[config.mk]
export PLATFORM = sky130hd
export DESIGN_NAME = vid_timing_gen
export DESIGN_NICKNAME = d
export VERILOG_FILES = /design/src/rtl/vid_timing_pkg.sv /design/src/rtl/vid_pattern_gen.sv /design/src/rtl/vid_timing_gen.sv
export SDC_FILE = /design/constraint.sdc
export NUM_CORES = 1
export LEC_CHECK = 0
export BUFFER_PORTS_ARGS = -buffer_cell sky130_fd_sc_hd__buf_2
export CORE_UTILIZATION = 58
export DETAILED_ROUTE_END_ITERATION = 8
export PLACE_DENSITY_LB_ADDON = 0.05
export SETUP_SLACK_MARGIN = 0.4
export SYNTH_ARGS = -nofsm -noshare
export SYNTH_HDL_FRONTEND = slang
export SYNTH_SLANG_ARGS = --single-unit
[constraint.sdc]
create_clock -name vin_clk_i -period 3.06 [get_ports vin_clk_i]
set_clock_uncertainty 0.15 [all_clocks]
set_input_delay 0.306 -clock vin_clk_i [delete_from_list [all_inputs] [get_ports vin_clk_i]]
set_output_delay 0.306 -clock vin_clk_i [all_outputs]
set_load 0.01 [all_outputs]
[src/rtl/vid_timing_pkg.sv]
// Shared constants for the video timing generator: pattern selects, 1080p60 raster,
// colour-bar table and the CRC-32 step used by the optional frame checksum.
package vid_timing_pkg;

    localparam logic [1:0] PAT_BARS  = 2'd0;
    localparam logic [1:0] PAT_RAMP  = 2'd1;
    localparam logic [1:0] PAT_CHECK = 2'd2;
    localparam logic [1:0] PAT_GRAY  = 2'd3;

    localparam int H_WIDTH_1080P  = 1920;
    localparam int H_START_1080P  = 2008;
    localparam int H_SYNC_1080P   = 44;
    localparam int H_TOTAL_1080P  = 2200;
    localparam int V_HEIGHT_1080P = 1080;
    localparam int V_START_1080P  = 1084;
    localparam int V_SYNC_1080P   = 5;
    localparam int V_TOTAL_1080P  = 1125;
    localparam int KH_DEF         = 30;
    localparam int KV_DEF         = 30;

    // Index 0 is the leftmost bar: white, yellow, cyan, green, magenta, red, blue, black.
    localparam logic [7:0][23:0] BAR_RGB = {
        24'h000000, 24'h0000FF, 24'hFF0000, 24'hFF00FF,
        24'h00FF00, 24'h00FFFF, 24'hFFFF00, 24'hFFFFFF
    };
    localparam logic [23:0] GRAY_RGB = 24'h808080;

    localparam logic [31:0] CRC_POLY = 32'h04C11DB7;
    localparam logic [31:0] CRC_INIT = 32'hFFFFFFFF;

    typedef enum logic {
        ST_IDLE = 1'b0,
        ST_RUN  = 1'b1
    } vtg_state_t;

    // One pixel, MSB first, non-reflected.
    function automatic logic [31:0] crc32_px(input logic [31:0] crc, input logic [23:0] d);
        logic [31:0] c;
        c = crc;
        for (int i = 23; i >= 0; i--) begin
            if (c[31] ^ d[i]) c = {c[30:0], 1'b0} ^ CRC_POLY;
            else              c = {c[30:0], 1'b0};
        end
        return c;
    endfunction

endpackage

[src/rtl/vid_pattern_gen.sv]
// Test-pattern pixel generator: bars, ramp, checkerboard, gray. Bar and checker
// positions come from down-counters aligned to the raster counters, output is registered.
module vid_pattern_gen
    import vid_timing_pkg::*;
#(
    parameter int H_WIDTH  = H_WIDTH_1080P,
    parameter int V_HEIGHT = V_HEIGHT_1080P,
    parameter int KH       = KH_DEF,
    parameter int KV       = KV_DEF
) (
    input  logic        vin_clk_i,
    input  logic        rst_n,
    input  logic        run,
    input  logic [11:0] h,
    input  logic [10:0] v,
    input  logic        h_wrap,
    input  logic        frame_wrap,
    input  logic        active,
    input  logic [1:0]  pattern,
    output logic [23:0] rgb_o
);
    localparam int          BAR_W    = (H_WIDTH / 8 > 0) ? H_WIDTH / 8 : 1;
    localparam logic [11:0] BAR_LAST = 12'(BAR_W - 1);
    localparam logic [11:0] KH_LAST  = 12'(KH - 1);
    localparam logic [10:0] KV_LAST  = 11'(KV - 1);
    localparam logic [10:0] V_ACT    = 11'(V_HEIGHT);

    logic [11:0] bar_cnt;
    logic [2:0]  bar_idx;
    logic [11:0] kh_cnt;
    logic        kh_par;
    logic [10:0] kv_cnt;
    logic        kv_par;
    logic [11:0] h_div8;
    logic [7:0]  ramp;
    logic [23:0] rgb_nxt;

    always_ff @(posedge vin_clk_i or negedge rst_n) begin
        if (!rst_n) begin
            bar_cnt <= BAR_LAST;
            bar_idx <= '0;
            kh_cnt  <= KH_LAST;
            kh_par  <= 1'b0;
        end else if (!run || h_wrap) begin
            bar_cnt <= BAR_LAST;
            bar_idx <= '0;
            kh_cnt  <= KH_LAST;
            kh_par  <= 1'b0;
        end else begin
            // Last bar absorbs any remainder pixels of a width not divisible by 8.
            if (bar_cnt == '0) begin
                bar_cnt <= BAR_LAST;
                if (bar_idx != 3'd7) bar_idx <= bar_idx + 3'd1;
            end else begin
                bar_cnt <= bar_cnt - 12'd1;
            end
            if (kh_cnt == '0) begin
                kh_cnt <= KH_LAST;
                kh_par <= ~kh_par;
            end else begin
                kh_cnt <= kh_cnt - 12'd1;
            end
        end
    end

    always_ff @(posedge vin_clk_i or negedge rst_n) begin
        if (!rst_n) begin
            kv_cnt <= KV_LAST;
            kv_par <= 1'b0;
        end else if (!run || frame_wrap) begin
            kv_cnt <= KV_LAST;
            kv_par <= 1'b0;
        end else if (h_wrap && (v < V_ACT)) begin
            if (kv_cnt == '0) begin
                kv_cnt <= KV_LAST;
                kv_par <= ~kv_par;
            end else begin
                kv_cnt <= kv_cnt - 11'd1;
            end
        end
    end

    assign h_div8 = h >> 3;
    assign ramp   = (h_div8 > 12'd255) ? 8'hFF : h_div8[7:0];

    always_comb begin
        rgb_nxt = '0;
        case (pattern)
            PAT_BARS:  rgb_nxt = BAR_RGB[bar_idx];
            PAT_RAMP:  rgb_nxt = {ramp, ramp, ramp};
            PAT_CHECK: rgb_nxt = (kh_par ^ kv_par) ? 24'h000000 : 24'hFFFFFF;
            default:   rgb_nxt = GRAY_RGB;
        endcase
    end

    always_ff @(posedge vin_clk_i or negedge rst_n) begin
        if (!rst_n)             rgb_o <= '0;
        else if (run && active) rgb_o <= rgb_nxt;
        else                    rgb_o <= '0;
    end

endmodule

[src/rtl/vid_timing_gen.sv]
// Raster timing (hs/vs/de) and test-pattern source on vin_clk_i.
// Define VID_TIMING_GEN_CRC_EN to add a per-frame CRC-32 of the active pixels.
module vid_timing_gen
    import vid_timing_pkg::*;
#(
    parameter int H_WIDTH  = H_WIDTH_1080P,
    parameter int H_START  = H_START_1080P,
    parameter int H_SYNC   = H_SYNC_1080P,
    parameter int H_TOTAL  = H_TOTAL_1080P,
    parameter int V_HEIGHT = V_HEIGHT_1080P,
    parameter int V_START  = V_START_1080P,
    parameter int V_SYNC   = V_SYNC_1080P,
    parameter int V_TOTAL  = V_TOTAL_1080P,
    parameter int KH       = KH_DEF,
    parameter int KV       = KV_DEF
) (
    input  logic        vin_clk_i,
    input  logic        rst_n,
    input  logic        en_i,
    input  logic [1:0]  pattern_i,
    output logic        hs_o,
    output logic        vs_o,
    output logic        de_o,
    output logic [23:0] data_o,
    output logic        sof_o,
    output logic [11:0] x_o,
    output logic [10:0] y_o
`ifdef VID_TIMING_GEN_CRC_EN
    ,
    output logic [31:0] crc_o,
    output logic        crc_valid_o
`endif
);
    // state   | meaning
    // ST_IDLE | counters held at 0, outputs 0, waiting for en_i
    // ST_RUN  | raster running; leaves only at the frame end cycle with en_i low

    localparam logic [11:0] H_LAST = 12'(H_TOTAL - 1);
    localparam logic [10:0] V_LAST = 11'(V_TOTAL - 1);
    localparam logic [11:0] H_ACT  = 12'(H_WIDTH);
    localparam logic [10:0] V_ACT  = 11'(V_HEIGHT);
    localparam logic [11:0] HS_BEG = 12'(H_START);
    localparam logic [11:0] HS_END = 12'(H_START + H_SYNC);
    localparam logic [10:0] VS_BEG = 11'(V_START);
    localparam logic [10:0] VS_END = 11'(V_START + V_SYNC);

    vtg_state_t  state, state_nxt;
    logic [11:0] h;
    logic [10:0] v;
    logic        run, h_wrap, frame_end, frame_start, active;
    logic [1:0]  pat_q, pat_cur;

    assign run         = (state == ST_RUN);
    assign h_wrap      = run && (h == H_LAST);
    assign frame_end   = h_wrap && (v == V_LAST);
    assign frame_start = run && (h == '0) && (v == '0);
    assign active      = (h < H_ACT) && (v < V_ACT);
    assign pat_cur     = frame_start ? pattern_i : pat_q;

    always_ff @(posedge vin_clk_i or negedge rst_n) begin
        if (!rst_n) state <= ST_IDLE;
        else        state <= state_nxt;
    end

    always_comb begin
        state_nxt = state;
        case (state)
            ST_IDLE: if (en_i) state_nxt = ST_RUN;
            ST_RUN:  if (frame_end && !en_i) state_nxt = ST_IDLE;
            default: state_nxt = ST_IDLE;
        endcase
    end

    always_ff @(posedge vin_clk_i or negedge rst_n) begin
        if (!rst_n) begin
            h     <= '0;
            v     <= '0;
            pat_q <= PAT_BARS;
        end else if (!run) begin
            h <= '0;
            v <= '0;
        end else begin
            if (frame_start) pat_q <= pattern_i;
            if (h_wrap) begin
                h <= '0;
                v <= (v == V_LAST) ? '0 : v + 11'd1;
            end else begin
                h <= h + 12'd1;
            end
        end
    end

    always_ff @(posedge vin_clk_i or negedge rst_n) begin
        if (!rst_n) begin
            de_o  <= 1'b0;
            hs_o  <= 1'b0;
            vs_o  <= 1'b0;
            sof_o <= 1'b0;
            x_o   <= '0;
            y_o   <= '0;
        end else if (run) begin
            de_o  <= active;
            hs_o  <= (h >= HS_BEG) && (h < HS_END);
            vs_o  <= (v >= VS_BEG) && (v < VS_END);
            sof_o <= (h == '0) && (v == '0);
            x_o   <= h;
            y_o   <= v;
        end else begin
            de_o  <= 1'b0;
            hs_o  <= 1'b0;
            vs_o  <= 1'b0;
            sof_o <= 1'b0;
            x_o   <= '0;
            y_o   <= '0;
        end
    end

    vid_pattern_gen #(
        .H_WIDTH  (H_WIDTH),
        .V_HEIGHT (V_HEIGHT),
        .KH       (KH),
        .KV       (KV)
    ) u_pattern (
        .vin_clk_i  (vin_clk_i),
        .rst_n      (rst_n),
        .run        (run),
        .h          (h),
        .v          (v),
        .h_wrap     (h_wrap),
        .frame_wrap (frame_end),
        .active     (active),
        .pattern    (pat_cur),
        .rgb_o      (data_o)
    );

`ifdef VID_TIMING_GEN_CRC_EN
    logic [31:0] crc_acc;
    logic        last_px;

    assign last_px = de_o && (x_o == H_ACT - 12'd1) && (y_o == V_ACT - 11'd1);

    // Runs on the registered pixel stream so the checksum matches what leaves the block.
    always_ff @(posedge vin_clk_i or negedge rst_n) begin
        if (!rst_n) begin
            crc_acc     <= CRC_INIT;
            crc_o       <= '0;
            crc_valid_o <= 1'b0;
        end else begin
            crc_valid_o <= 1'b0;
            if (de_o) begin
                if (last_px) begin
                    crc_o       <= crc32_px(crc_acc, data_o);
                    crc_valid_o <= 1'b1;
                    crc_acc     <= CRC_INIT;
                end else begin
                    crc_acc <= crc32_px(crc_acc, data_o);
                end
            end
        end
    end
`endif

endmodule

==> flow_metrics.env, run 1 <==
export IMPL_status="finished clean"
export IMPL_die_h_um=97.0
export IMPL_worstHoldPathCells=2
export IMPL_nets=577
export IMPL_cpPeakStageDelay_ns=0.65
export IMPL_hold_viol_final=0
export IMPL_critical_path_class="register to register"
export IMPL_hp_class="input pin to register"
export IMPL_pwr_density_cell_nw_per_um2=580
export IMPL_fin_crit_ns=2.57
export IMPL_hpwl_um=6910
export IMPL_numClockSinks=117
export IMPL_wire_per_inst_um=15.0
export IMPL_cts_buffers=17
export IMPL_worst_slew_pin_slew_ns=0.809
export IMPL_drt_iter0_drc=152
export IMPL_synth_seq_area_share_pct=56.3
export IMPL_cts_tree="built"
export IMPL_core_area_um2=8720
export IMPL_synth_cells=494
export IMPL_drv_cap=0
export IMPL_antenna_found_initial=0
export IMPL_cp_top_family="simple AND/OR/NAND/NOR gates"
export IMPL_grt_overflow=0
export IMPL_r2r_end="u_pattern.rgb_o[15]$_DFF_PN0_"
export IMPL_reg2reg_depth=5
export IMPL_wirelength_um=10200
export IMPL_maxClockFrequency_mhz=389
export IMPL_grt_max_degree=65
export IMPL_r2r_setup_slack_ns=0.49
export IMPL_vias_per_cell=5.51
export IMPL_crit_chain="or4_1 > nor4_4 > mux2_4 > mux2_1 > a21oi_1"
export IMPL_cp_end_kind="register"
export IMPL_syn_nets=510
export IMPL_slew_viol_final=0
export IMPL_synth_seq_cells=117
export IMPL_crit_path_max_fanout=14
export IMPL_ant_nets=0
export IMPL_finalSetupTns_ns=0
export IMPL_startpoint_type="register"
export IMPL_grt_pass1_wl_um=17600
export IMPL_place_inst=646
export IMPL_synth_area_leaders="dfrtp_1, dfstp_2, nor2_1, xnor2_1, and2_1"
export IMPL_seq_area_um2=2950
export IMPL_async_flop_share_pct=100
export IMPL_yosysMostFrequentCell="dfrtp_1"
export IMPL_gp_congestion=0.851
export IMPL_route_vias_total=3757
export IMPL_ys_types=53
export IMPL_first_pass_iters=7
export IMPL_fill_cells=615
export IMPL_syn_avg_cell_area_um2=10.6
export IMPL_clk_path_buf_depth=2
export IMPL_fin_cells=682
export IMPL_finalSetupViolations=0
export IMPL_synthTopCellsByCount="dfrtp_1, nor2_1, nand2_1, a21oi_1, and2_1"
export IMPL_die_width_um=97.0
export IMPL_cp_arrival_ns=2.84
export IMPL_io_pins=56
export IMPL_multi_input_area_um2=2160
export IMPL_synth_edf_count=0
export IMPL_yosysTopAreaCellShare_pct=48.7
export IMPL_required_ns=3.33
export IMPL_synth_top_cell_by_area="dfrtp_1"
export IMPL_leakagePower_nw=3.01
export IMPL_grt_pass1_vias=3744
export IMPL_htreeDepth=4
export IMPL_r2r_start="v[5]$_DFFE_PN0N_"
export IMPL_yosysWarnings=0
export IMPL_clkLatencyLatePin_ns=0.51
export IMPL_start_util_pct=60.0
export IMPL_synthFlopType="dfrtp_1"
export IMPL_hold_start="pattern_i[0]"
export IMPL_drive_gt1_share_pct=23.5
export IMPL_dieArea_um2=9410
export IMPL_synth_area_um2=5240
export IMPL_grt_total_usage_pct=23.7
export IMPL_rsz0062_at_grt="yes"
export IMPL_peakVddDrop_mv=0.362
export IMPL_finalCritPeriodShare_pct=84.1
export IMPL_syn_to_final_growth_pct=20.2
export IMPL_fp_row_count=34
export IMPL_clkTransAtPathRegs_ns=0.05
export IMPL_cp_slowest_cell="or4_1"
export IMPL_path_buf_inv=0
export IMPL_slew_headroom_pct=46.1
export IMPL_cts_root_buf="clkbuf_8"
export IMPL_port_buffer_count=55
export IMPL_post_route_drc_count=0
export IMPL_setup_slack_ns=0.486
export IMPL_place_ws_ns=0.283
export IMPL_num_antenna_cells=0
export IMPL_hold_end="pat_q[0]$_DFFE_PN0P_"
layout make-up:
cell class / instances / area share (%)
tap: 108 / 2.15
sequential: 117 / 46.8
inverter: 16 / 0.954
timing repair buffer: 70 / 6.32
clock inverter: 12 / 2.41
clock buffer: 20 / 7.08
multi-input combinational: 339 / 34.3
worst register-to-register path, delay by kind of cell, from the launching register on:
| kind | cells | cell delay, ns |
|---|---|---|
| flops | 1 | 0.46 |
| simple gates | 2 | 0.95 |
| mux | 2 | 0.78 |
| compound gates | 1 | 0.17 |
what timing repair did:
item	CTS	global route
setup buffers	0	1
pin swaps	0	1
hold buffers	3	0
endpoints found under the hold margin	50	0
resized for setup	2	3
endpoints found under the setup margin	2	30
per-layer routing:
| layer | track usage, % | wire [um] | vias up |
|---|---|---|---|
| li1 | - | - | 1830 |
| met3 | 6.50 | 352 | 11 |
| met4 | 9.07 | 124 | 0 |
| met1 | 32.1 | 4850 | 1834 |
| met2 | 36.5 | 4870 | 82 |
| met5 | 0 | 0 | - |
cell usage in the layout (no fill, tap or decap), types with 3 or more instances in the layout:
cell type | Yosys | final
nor4_4 | 1 | 3
and3_1 | 9 | 9
clkinv_2 | 0 | 3
nand3_2 | 1 | 3
and2_1 | 26 | 26
clkbuf_16 | 0 | 16
mux2i_1 | 7 | 6
dfrtp_1 | 102 | 102
o31ai_1 | 4 | 4
o21ai_0 | 15 | 15
nand2b_1 | 6 | 6
xnor2_1 | 20 | 20
or3_1 | 5 | 5
o21ai_1 | 6 | 6
xor2_1 | 12 | 12
o21ai_2 | 7 | 7
mux2_1 | 3 | 3
nor4_1 | 6 | 6
and4_1 | 3 | 3
nand4_1 | 6 | 6
ha_1 | 11 | 11
nand3_1 | 19 | 17
bufinv_16 | 0 | 3
or4_1 | 3 | 3
a21oi_1 | 31 | 31
dfstp_2 | 15 | 15
nand2_1 | 34 | 34
dlygate4sd3_1 | 0 | 3
buf_4 | 0 | 13
inv_1 | 16 | 16
nand3b_1 | 3 | 3
nand4b_1 | 3 | 3
clkbuf_8 | 0 | 3
nor3_1 | 14 | 14
nor2b_1 | 4 | 4
buf_2 | 5 | 54
nor2_1 | 55 | 55
clkinvlp_4 | 0 | 5
per-stage QoR:
step	util [%]	hold WS [ns]	area (um2)	total power, mW
after floorplan	-	-0.140	5240	1.65
after global placement	64.5	0.289	5630	1.72
after detailed placement	64.5	0.292	5630	1.72
after CTS	71.8	0.0879	6260	3.69
after global routing	72.2	0.116	6290	3.79
final	72.2	0.121	6290	3.65
report_power, final:
| part | internal (mW) | switching (mW) | total (mW) | leakage, nW |
|---|---|---|---|---|
| logic | 0.0390 | 0.0749 | 0.114 | 1.25 |
| clock network | 1.28 | 0.678 | 1.96 | 0.279 |
| registers | 1.57 | 0.00549 | 1.58 | 1.48 |
registers in the layout, summed over array words and instances (netlist names):
name	count
u_pattern.rgb_o	24
h	12
u_pattern.bar_cnt	12
u_pattern.kh_cnt	12
x_o	12
u_pattern.kv_cnt	11
v	11
y_o	11
u_pattern.bar_idx	3
pat_q	2
de_o	1
hs_o	1
run	1
sof_o	1
u_pattern.kh_par	1
u_pattern.kv_par	1
vs_o	1
kinds of logic (layout without fill, tap and decap cells):
kind of cell	Yosys count	count (layout)	synth area share, %
flops	117	117	56.3
mux	12	12	2.48
buf+inv	38	118	3.15
fa+ha+maj	11	11	2.63
compound gates	77	77	9.06
xor+xnor	32	32	5.35
simple gates	207	207	21.1
how the worst max path moves through the flow:
stage                     start                               to  slack, ns  cells after the start
6_report       v[5]$_DFFE_PN0N_    u_pattern.rgb_o[15]$_DFF_PN0_       0.49                      5
5_1_grt        v[8]$_DFFE_PN0N_    u_pattern.rgb_o[15]$_DFF_PN0_       0.38                      6
4_1_cts        v[9]$_DFFE_PN0N_  u_pattern.kv_cnt[4]$_DFFE_PN1P_       0.43                      6
3_5_place_dp   v[8]$_DFFE_PN0N_  u_pattern.kv_cnt[4]$_DFFE_PN1P_       0.28                      6
3_3_place_gp   v[8]$_DFFE_PN0N_  u_pattern.kv_cnt[4]$_DFFE_PN1P_       0.43                      6
2_1_floorplan    h[6]$_DFF_PN0_    u_pattern.rgb_o[12]$_DFF_PN0_       0.55                      8
Power figures use the tool's default switching activity.
==> run 2: changes to the inputs <==
--- a/config.mk
+++ b/config.mk
@@ -5,8 +5,9 @@
 export SDC_FILE = /design/constraint.sdc
 export NUM_CORES = 1
 export LEC_CHECK = 0
+export ABC_AREA = 1
 export BUFFER_PORTS_ARGS = -buffer_cell sky130_fd_sc_hd__buf_2
-export CORE_UTILIZATION = 58
+export CORE_UTILIZATION = 59
 export DETAILED_ROUTE_END_ITERATION = 8
 export PLACE_DENSITY_LB_ADDON = 0.05
 export SETUP_SLACK_MARGIN = 0.4
==> constraint.sdc (replaced) <==
create_clock -name vin_clk_i -period 2.4 [get_ports vin_clk_i]
set_clock_uncertainty 0.15 [all_clocks]
set_input_delay 0.24 -clock vin_clk_i [delete_from_list [all_inputs] [get_ports vin_clk_i]]
set_output_delay 0.24 -clock vin_clk_i [all_outputs]
set_load 0.01 [all_outputs]
==> run 2 against run 1 <==
Effect of this change: hold slack worse by 0.016 ns; fmax increased by 20%; design area increased by 18%; sequential cell count unchanged; utilization is 8.1 points higher; total power is 130% higher; critical path depth rose by 7; non-clock buffer count grew 22; wire length grew 35%; sequential share of layout area fell by 7.2 points; sequential power grew 87%; area after synthesis up 8.8%; critical endpoint is now u_pattern.rgb_o[5]$_DFF_PN0_.
==> flow_metrics.env, run 2 <==
export IMPL_clkLatencyLatePin_ns=0.52
export IMPL_grt_pass1_vias=4526
export IMPL_stdcell_area_um2=7450
export IMPL_power_frac_seq_pct=35.6
export IMPL_ant_nets=0
export IMPL_hpwl_um=8060
export IMPL_cpMostUsedCell="nand2_1"
export IMPL_syn_avg_cell_area_um2=8.57
export IMPL_syn_to_final_growth_pct=30.7
export IMPL_nets=785
export IMPL_synth_cells=665
export IMPL_layout_common_cells="nand2_1, dfrtp_1, inv_1"
export IMPL_htreeDepth=4
export IMPL_cts_root_buf="clkbuf_8"
export IMPL_crit_chain="nor2_2 > nand2_1 > inv_1 > nand2_1 > nor2_4 > nand2_4 > nand2_4 > nand2_8 > nand3_2 > nand3_1 > nand2_1 > inv_1"
export IMPL_rsz0062_at_grt="yes"
export IMPL_syn_nets=681
export IMPL_critical_path_class="register to register"
export IMPL_cp_end_kind="register"
export IMPL_slew_headroom_pct=41.4
export IMPL_async_flop_share_pct=100
export IMPL_top_register="u_pattern.rgb_o"
export IMPL_worst_slew_pin_slew_ns=0.873
export IMPL_route_vias_total=4857
export IMPL_yosysWarnings=0
export IMPL_startpoint_type="register"
export IMPL_post_route_drc_count=0
export IMPL_pwr_share_comb_pct=32.7
export IMPL_slew_viol_final=0
export IMPL_cp_top_family="simple AND/OR/NAND/NOR gates"
export IMPL_finalSetupTns_ns=0
export IMPL_fp_row_count=35
export IMPL_fin_crit_ns=2.14
export IMPL_final_common_cell="nand2_1"
export IMPL_cp_slowest_cell="dfrtp_1"
export IMPL_die_width_um=100
export IMPL_drive_gt1_share_pct=31.7
export IMPL_setup_slack_ns=0.260
export IMPL_io_pins=56
export IMPL_antenna_found_initial=1
export IMPL_synth_top_cell_by_area="dfrtp_1"
export IMPL_multi_input_area_um2=2650
export IMPL_status="finished clean"
export IMPL_yosysMostFrequentCell="nand2_1"
export IMPL_grt_overflow=0
export IMPL_wirelength_um=13800
export IMPL_p_total_mw=8.31
export IMPL_cts_tree="built"
export IMPL_cts_buffers=17
export IMPL_p_sw_mw=2.90
export IMPL_place_area_um2=6120
export IMPL_synth_area_leaders="dfrtp_1, nand2_1, dfstp_2, inv_1, nand3_1"
export IMPL_gp_congestion=0.916
export IMPL_pwr_density_cell_nw_per_um2=1120
export IMPL_drv_cap=0
export IMPL_peakVddDrop_mv=0.918
export IMPL_fill_cells=579
export IMPL_clk_path_buf_depth=2
export IMPL_synth_seq_cells=117
export IMPL_maxClockFrequency_mhz=467
export IMPL_drt_iter0_drc=331
export IMPL_port_buffer_count=55
export IMPL_cp_arrival_ns=2.39
export IMPL_hp_class="input pin to async pin"
export IMPL_place_ws_ns=0.0482
export IMPL_yosysTopAreaCellShare_pct=44.8
export IMPL_clkTransAtPathRegs_ns=0.06
export IMPL_grt_pass1_wl_um=21000
export IMPL_synth_seq_area_share_pct=51.7
export IMPL_finalSetupViolations=0
export IMPL_seq_area_um2=2950
export IMPL_synthTopCellsByCount="nand2_1, dfrtp_1, inv_1, nor2_1, nand3_1"
export IMPL_first_pass_iters=8
export IMPL_power_internal_mw=5.41
export IMPL_hold_viol_final=0
export IMPL_start_util_pct=61.4
export IMPL_synth_edf_count=0
export IMPL_leakagePower_nw=3.95
export IMPL_crit_path_max_fanout=6
export IMPL_p_clk_share_pct=31.7
export IMPL_synthFlopType="dfrtp_1"
export IMPL_grt_total_usage_pct=27.5
export IMPL_die_h_um=100
export IMPL_core_area_um2=9280
export IMPL_required_ns=2.66
export IMPL_wire_per_inst_um=15.1
export IMPL_vias_per_cell=5.33
export IMPL_swShare_pct=34.9
export IMPL_grt_max_degree=44
export IMPL_finalCritPeriodShare_pct=89.2
export IMPL_ys_types=40
export IMPL_cpPeakStageDelay_ns=0.45
export IMPL_path_buf_inv=2
export IMPL_largest_reg_flops=24
export IMPL_numClockSinks=117
export IMPL_synth_area_um2=5700
export IMPL_num_antenna_cells=0
export IMPL_dieArea_um2=10100
==> run 2: cell count changes after synthesis, moves of 7 or more <==
cell / previous run / this run
a21oi_1: 31 / 13
mux2i_1: 7 / 0
nand3_1: 19 / 63
inv_2: 0 / 17
o21ai_0: 15 / 23
nand2_1: 34 / 129
and2_1: 26 / 0
clkbuf_1: 16 / 3
xnor2_1: 20 / 10
inv_1: 16 / 102
nor2_1: 55 / 74
and3_1: 9 / 0
==> run 2: worst register-to-register path: stages, from the launching register on <==
cell	delay, ns
dfrtp_1	0.45
nor2_2	0.21
nand2_1	0.13
inv_1	0.07
nand2_1	0.08
nor2_4	0.19
nand2_4	0.12
nand2_4	0.11
nand2_8	0.09
nand3_2	0.15
nand3_1	0.14
nand2_1	0.10
inv_1	0.05
==> run 2: metal layers <==
metal | wire length, um | global-route usage, % | up-vias
met5 | 0 | 0 | -
met4 | 342 | 9.03 | 0
met3 | 797 | 8.57 | 37
met2 | 7010 | 46.8 | 202
met1 | 5630 | 33.2 | 2317
li1 | - | - | 2301
==> run 2: cell type report <==
class	count	share of cell area, %
Timing Repair Buffer	92	8.03
Tap cell	129	2.17
Clock inverter	8	1.95
Sequential cell	117	39.7
Clock buffer	24	6.45
Multi-Input combinational cell	421	35.6
Inverter	120	6.15
==> run 2: power groups by stage <==
| stage | sequential (mW) | clock (mW) | combinational (mW) |
|---|---|---|---|
| after floorplan | 3.02 | 0 | 1.37 |
| after global placement | 2.93 | 0 | 1.98 |
| after detailed placement | 2.94 | 0 | 2.04 |
| after CTS | 2.94 | 2.67 | 2.31 |
| after global routing | 3.01 | 2.76 | 3.02 |
| final | 2.95 | 2.64 | 2.72 |
==> run 2: what timing repair did <==
item / CTS / global route
setup buffers: 9 / 17
gates resized for setup: 41 / 57
hold endpoints to repair: 109 / 1
cloned: 3 / 3
pin swaps: 16 / 22
endpoints found under the setup margin: 47 / 78
hold buffers: 3 / 1
==> run 2: path summary, 6_finish.rpt <==
path                                           startpoint  cells after the start                              end  slack (ns)
setup / recovery                           h[8]$_DFF_PN0_                     12     u_pattern.rgb_o[5]$_DFF_PN0_        0.26
hold / removal                                      rst_n                      2   u_pattern.bar_cnt[4]$_DFF_PN0_        0.11
setup reg to reg                           h[8]$_DFF_PN0_                     12     u_pattern.rgb_o[5]$_DFF_PN0_        0.26
hold reg to reg            u_pattern.bar_cnt[0]$_DFF_PN1_                      1   u_pattern.bar_cnt[0]$_DFF_PN1_        0.30
max in group asynchronous                           rst_n                      3  u_pattern.kv_cnt[4]$_DFFE_PN1P_        1.31
min in group vin_clk_i     u_pattern.bar_cnt[0]$_DFF_PN1_                      1   u_pattern.bar_cnt[0]$_DFF_PN1_        0.30
==> run 2: cell families after synthesis <==
family | Yosys count | share of synthesized area (%)
adders and majority gates | 11 | 2.42
and+or+nand+nor | 322 | 26.6
AOI/OAI and AO/OA | 54 | 5.42
DFF | 117 | 51.7
xor gates and xnor gates | 28 | 4.30
buffers and inverters | 133 | 9.57
==> run 2: stage by stage <==
stage | hold WS (ns) | std cells | utilization, %
final | 0.105 | 911 | 80.2
after CTS | 0.0196 | 890 | 75.9
after detailed placement | 0.0968 | 843 | 65.9
after global placement | 0.0970 | 843 | 65.9
after global routing | 0.134 | 911 | 80.2
after floorplan | -0.206 | 665 | -
